===== config.mk =====
export PLATFORM = sky130hd
export DESIGN_NAME = lsu
export DESIGN_NICKNAME = d
export VERILOG_FILES = /design/src/rtl/lsu_pkg.sv /design/src/rtl/lsu_align.sv /design/src/rtl/lsu.sv
export SDC_FILE = /design/constraint.sdc
export NUM_CORES = 1
export LEC_CHECK = 0
export ABC_AREA = 0
export BUFFER_PORTS_ARGS = -buffer_cell sky130_fd_sc_hd__buf_2
export CORE_AREA = 8 8 134 111
export DETAILED_ROUTE_END_ITERATION = 16
export DIE_AREA = 0 0 142 119
export PLACE_DENSITY = 0.82
export SLEW_MARGIN = 15
export SYNTH_ARGS = -nofsm -noshare
export SYNTH_HDL_FRONTEND = slang
export SYNTH_SLANG_ARGS = --single-unit
export TNS_END_PERCENT = 5

===== constraint.sdc =====
create_clock -name clk -period 4.8 [get_ports clk]
set_input_delay 0.96 -clock clk [delete_from_list [all_inputs] [get_ports clk]]
set_output_delay 0.96 -clock clk [all_outputs]
set_load 0.01 [all_outputs]

===== src/rtl/lsu_pkg.sv =====
// Shared constants for the load/store unit: RV32I funct3 codes, FSM encoding
// and request-classification helpers.
package lsu_pkg;

  localparam logic [2:0] F3_B  = 3'b000;
  localparam logic [2:0] F3_H  = 3'b001;
  localparam logic [2:0] F3_W  = 3'b010;
  localparam logic [2:0] F3_BU = 3'b100;
  localparam logic [2:0] F3_HU = 3'b101;

  // Error responses are raised straight from IDLE so the unit is ready again
  // in the response cycle; ERR only appears as a recovery target.
  localparam logic [1:0] IDLE    = 2'd0;
  localparam logic [1:0] RD_WAIT = 2'd1;
  localparam logic [1:0] WR      = 2'd2;
  localparam logic [1:0] ERR     = 2'd3;

  function automatic logic f3_legal(input logic we, input logic [2:0] f3);
    if (we)
      return (f3 == F3_B) || (f3 == F3_H) || (f3 == F3_W);
    return (f3 == F3_B) || (f3 == F3_H) || (f3 == F3_W) ||
           (f3 == F3_BU) || (f3 == F3_HU);
  endfunction

  function automatic logic misaligned(input logic [2:0] f3, input logic [1:0] a);
    if ((f3 == F3_H) || (f3 == F3_HU))
      return a[0];
    if (f3 == F3_W)
      return a != 2'b00;
    return 1'b0;
  endfunction

endpackage


===== src/rtl/lsu_align.sv =====
// Combinational data path: load extract/extend and byte/half store merge.
module lsu_align
  import lsu_pkg::*;
(
  input  logic [2:0]  i_funct3,
  input  logic [31:0] i_rdata,
  input  logic [31:0] i_wdata,
  output logic [31:0] o_load_data,
  output logic [31:0] o_store_data
);

  always_comb begin
    o_load_data = i_rdata;
    case (i_funct3)
      F3_B:    o_load_data = {{24{i_rdata[7]}}, i_rdata[7:0]};
      F3_BU:   o_load_data = {24'd0, i_rdata[7:0]};
      F3_H:    o_load_data = {{16{i_rdata[15]}}, i_rdata[15:0]};
      F3_HU:   o_load_data = {16'd0, i_rdata[15:0]};
      default: o_load_data = i_rdata;
    endcase
  end

  // Memory always writes a full word, so narrow stores keep the bytes just read.
  always_comb begin
    o_store_data = i_wdata;
    case (i_funct3)
      F3_B:    o_store_data = {i_rdata[31:8], i_wdata[7:0]};
      F3_H:    o_store_data = {i_rdata[31:16], i_wdata[15:0]};
      default: o_store_data = i_wdata;
    endcase
  end

endmodule


===== src/rtl/lsu.sv =====
// RV32I load/store unit with read-modify-write for SB/SH.
// Define LSU_MISALIGN_TRAP_EN to turn misaligned accesses into error responses.
module lsu
  import lsu_pkg::*;
(
  input  logic        clk,
  input  logic        rst_n,
  input  logic        req_valid,
  output logic        req_ready,
  input  logic        req_we,
  input  logic [2:0]  req_funct3,
  input  logic [31:0] req_addr,
  input  logic [31:0] req_wdata,
  output logic        resp_valid,
  output logic [31:0] resp_rdata,
  output logic        resp_err,
  output logic        mem_re,
  output logic        mem_we,
  output logic [31:0] mem_addr,
  output logic [31:0] mem_data_in,
  input  logic [31:0] mem_data_out,
  input  logic        o_mem_re
);

  logic [1:0]  r_state;
  logic        r_we;
  logic [2:0]  r_funct3;
  logic [31:0] r_wdata;
  logic        r_req_ready;
  logic        r_resp_valid;
  logic [31:0] r_resp_rdata;
  logic        r_resp_err;
  logic        r_mem_re;
  logic        r_mem_we;
  logic [31:0] r_mem_addr;
  logic [31:0] r_mem_data_in;

  logic        w_accept;
  logic        w_err;
  logic [31:0] w_load_data;
  logic [31:0] w_store_data;

  assign w_accept = req_valid & r_req_ready;

`ifdef LSU_MISALIGN_TRAP_EN
  assign w_err = !f3_legal(req_we, req_funct3) || misaligned(req_funct3, req_addr[1:0]);
`else
  assign w_err = !f3_legal(req_we, req_funct3);
`endif

  lsu_align u_align (
    .i_funct3     (r_funct3),
    .i_rdata      (mem_data_out),
    .i_wdata      (r_wdata),
    .o_load_data  (w_load_data),
    .o_store_data (w_store_data)
  );

  always_ff @(posedge clk) begin
    if (!rst_n) begin
      r_state       <= IDLE;
      r_we          <= 1'b0;
      r_funct3      <= 3'd0;
      r_wdata       <= 32'd0;
      r_req_ready   <= 1'b1;
      r_resp_valid  <= 1'b0;
      r_resp_rdata  <= 32'd0;
      r_resp_err    <= 1'b0;
      r_mem_re      <= 1'b0;
      r_mem_we      <= 1'b0;
      r_mem_addr    <= 32'd0;
      r_mem_data_in <= 32'd0;
    end else begin
      r_resp_valid <= 1'b0;
      r_resp_err   <= 1'b0;
      r_resp_rdata <= 32'd0;
      r_mem_re     <= 1'b0;
      r_mem_we     <= 1'b0;
      case (r_state)
        IDLE: begin
          if (w_accept) begin
            r_we     <= req_we;
            r_funct3 <= req_funct3;
            r_wdata  <= req_wdata;
            if (w_err) begin
              r_resp_valid <= 1'b1;
              r_resp_err   <= 1'b1;
            end else if (req_we && (req_funct3 == F3_W)) begin
              r_mem_we      <= 1'b1;
              r_mem_addr    <= req_addr;
              r_mem_data_in <= req_wdata;
              r_state       <= WR;
              r_req_ready   <= 1'b0;
            end else begin
              r_mem_re    <= 1'b1;
              r_mem_addr  <= req_addr;
              r_state     <= RD_WAIT;
              r_req_ready <= 1'b0;
            end
          end
        end
        RD_WAIT: begin
          if (o_mem_re) begin
            if (!r_we) begin
              r_resp_valid <= 1'b1;
              r_resp_rdata <= w_load_data;
              r_state      <= IDLE;
              r_req_ready  <= 1'b1;
            end else begin
              r_mem_we      <= 1'b1;
              r_mem_data_in <= w_store_data;
              r_state       <= WR;
            end
          end
        end
        WR: begin
          r_resp_valid <= 1'b1;
          r_state      <= IDLE;
          r_req_ready  <= 1'b1;
        end
        ERR: begin
          r_state     <= IDLE;
          r_req_ready <= 1'b1;
        end
        default: begin
          r_state     <= IDLE;
          r_req_ready <= 1'b1;
        end
      endcase
    end
  end

  // Held low while reset is asserted; the unit is idle the moment it releases.
  assign req_ready   = r_req_ready & rst_n;
  assign resp_valid  = r_resp_valid;
  assign resp_rdata  = r_resp_rdata;
  assign resp_err    = r_resp_err;
  assign mem_re      = r_mem_re;
  assign mem_we      = r_mem_we;
  assign mem_addr    = r_mem_addr;
  assign mem_data_in = r_mem_data_in;

endmodule


==> results.yml <==
outcome:
  status: "complete, no violations"
finish:
  seq_area_sq_um: 2780
  layout_commonest_cell: "buf_2"
  diodes: 0
  drive_gt1_frac: 0.314
  area_growth_pct: 31.4
  fill_cells: 1148
  final_area_sq_um: 7300
  num-nets-final: 912
  mostFrequentLayoutCells: "buf_2, nand2_1, dfxtp_1, mux2i_1, a21oi_1"
  multi_input_area_sq_um: 2490
  final_core_util: 0.578
clock_tree:
  holdBufCountCts: 0
  clock_latency_ns: 0.41
  postCtsSetupRepairBufs: 0
  cts_buffers: 17
  cts_resized: 0
  cts_tree: "done"
  root_buffer: "clkbuf_16"
  cts_sinks: 139
  clock_path_buffers: 2
  htreeDepth: 4
  clk_pin_slew_worst_paths_ns: 0.05
sta:
  fmax_mhz: 344
  setup_viol: 0
  fin_crit_sh: 0.606
  fin_tns_setup_ns: 0
  fin_crit_ns: 2.91
  slew_viol_final: 0
  hold_viol: 0
  rsz0062_at_grt: "no"
  tightest_slew_ns: 1.11
  setup_ws_ns: 1.89
  skew_ns: 0.0114
  slew_headroom: 0.261
floorplanning:
  coreArea_sq_um: 12600
  io_pins: 205
  die_x_microns: 142
  dieArea_sq_um: 16900
  die_h_microns: 119
  rows: 37
  start_util: 0.439
setup_path:
  worstPathRequired_ns: 3.84
  timing.critical_path.buf_inv: 3
  cpLargestDelayFamily: "buffers and inverters"
  cpPeakStageDelay_ns: 0.56
  worstPathArrival_ns: 1.95
  cp-end-kind: "output port"
  timing.rr.end: "mem_data_in[3]"
  crit_chain: "buf_2, inv_2, nor2_1, buf_2"
  crit_path_start: "rst_n"
  reg2reg_slack_ns: 2.58
  r2r_cells: 3
  crit_path_max_fanout: 46
  cp.depth: 4
  startpoint_type: "primary input"
  critPathMostFrequentCell: "buf_2"
  r2r-start: "r_state[0]"
  crit_type: "primary input to output port"
  crit_path_top_delay_cell: "inv_2"
  cp-endpoint: "req_ready"
placed_design:
  placed_area_sq_um: 6650
  port-buffer-count: 204
  dp_slack_ns: 1.76
  gp_congestion: 0.769
  hpwl_mm: 11.0
logic_synthesis:
  yosys_warnings: 0
  seq_area_frac_synth: 0.501
  avgSynthCellArea_sq_um: 8.87
  syn_nets: 730
  syn-cell-area_sq_um: 5550
  synth.distinct_cells: 32
  synthCells: 626
  ys_ff_latch: 139
global_route:
  grt_usage: 0.186
  grt_max_degree: 67
  grt_first_pass_wirelength_mm: 25.6
  antenna_found_initial: 2
  grt_pass1_vias: 5211
  gr-total-overflow: 0
power:
  p_seq_frac: 0.413
  p_int_w: 0.00227
  peakVddDrop_uv: 250
  switching_share: 0.240
  pwr-share-clk: 0.475
  powerDensity_nw_per_um2: 409
  total_power_w: 0.00299
  p_comb_frac: 0.112
  p_sw_w: 0.000717
  power_leakage_nw: 3.71
routing:
  drc: 0
  viasPerCell: 5.07
  wl_per_cell_microns: 15.8
  antenna_left: 0
  drt_iter0_drc: 277
  dr.pass1.iters: 4
  drt-total-wl_mm: 15.8
  num_vias: 5051
run:
  maxCapViolations: 0
hold_path:
  hp-class: "flip-flop to flip-flop"
==> cell type report <==
class / instances / area share
well taps: 175 / 0.0300
flip-flops and latches: 139 / 0.381
clock inverters: 10 / 0.0221
repair buffers: 213 / 0.149
inverters: 19 / 0.00977
multi-input cells: 418 / 0.341
clock buffers: 22 / 0.0663
==> power by group through the flow <==
stage / clock, W / combinational, W / sequential [W]
6_report: 0.00142 / 0.000333 / 0.00124
5_1_grt: 0.00149 / 0.000372 / 0.00124
4_1_cts: 0.00144 / 0.000337 / 0.00124
3_5_place_dp: 0 / 0.000336 / 0.00126
3_3_place_gp: 0 / 0.000329 / 0.00126
2_1_floorplan: 0 / 0.000200 / 0.00126
==> state kept, by name, summed over array words and instances (netlist names) <==
name / flops
mem_addr: 32
mem_data_in: 32
r_wdata: 32
resp_rdata: 32
r_funct3: 3
r_state: 2
mem_re: 1
mem_we: 1
r_req_ready: 1
r_we: 1
resp_err: 1
resp_valid: 1
==> layer usage <==
metal  track usage  up-vias  part of all wire
li1              -     2490                 -
met1         0.214     2340              0.42
met2         0.300      200              0.46
met3        0.0862       17              0.11
met4        0.0596        4             0.011
met5             0        -            0.0015
==> through the flow <==
step | cells | hold slack [ns]
6_report | 996 | 0.451
4_1_cts | 996 | 0.451
3_5_place_dp | 964 | 0.443
3_3_place_gp | 964 | 0.440
5_1_grt | 996 | 0.472
2_1_floorplan | 626 | 0.433
==> worst min path at each step <==
stage	startpoint	endpoint	slack [ns]	cells past startpoint
finish	r_wdata[26]	r_wdata[26]	0.45	2
floorplan	r_wdata[16]	r_wdata[16]	0.43	2
global placement	r_wdata[16]	r_wdata[16]	0.44	2
CTS	r_wdata[23]	r_wdata[23]	0.45	2
global route	r_wdata[23]	r_wdata[23]	0.47	2
detailed placement	r_wdata[23]	r_wdata[23]	0.44	2
==> cells by family (layout without fill, tap and decap cells) <==
kind of cell	after synthesis	count (layout)	synth area share
simple gates	201	201	0.146
buf+inv	69	264	0.0565
flops	139	139	0.501
compound gates	135	135	0.147
mux	82	82	0.150
==> Yosys cell counts <==
library cell | number | area (sq um)
nand2_1 | 140 | 526
dfxtp_1 | 139 | 2780
mux2i_1 | 74 | 741
a21oi_1 | 63 | 315
clkbuf_1 | 40 | 150
nor2_1 | 40 | 150
o21ai_0 | 25 | 125
inv_1 | 19 | 71.3
o211ai_1 | 16 | 120
o311ai_0 | 16 | 140
a21o_1 | 8 | 60.1
and2_1 | 8 | 50.1
mux2_2 | 8 | 90.1
buf_1 | 3 | 11.3
buf_2 | 3 | 15.0
or3_1 | 3 | 18.8
buf_12 | 2 | 40.0
nor2b_1 | 2 | 12.5
nor3_1 | 2 | 10.0
nor4bb_1 | 2 | 20.0
o21a_1 | 2 | 15.0
a31oi_1 | 1 | 6.26
and2_0 | 1 | 6.26
and3_1 | 1 | 6.26
buf_6 | 1 | 11.3
buf_8 | 1 | 15.0
nor4_1 | 1 | 6.26
o21ai_1 | 1 | 5.00
o221ai_1 | 1 | 8.76
o31ai_1 | 1 | 7.51
o41a_1 | 1 | 11.3
or2_2 | 1 | 6.26
==> worst reg2reg max path, cell delays in order, from the launching register on <==
cell and delay (ns):
dfxtp_1 0.39, o41a_1 0.46, or3_2 0.93, mux2i_1 0.28
Note: power is estimated with default switching activity, not from simulation.
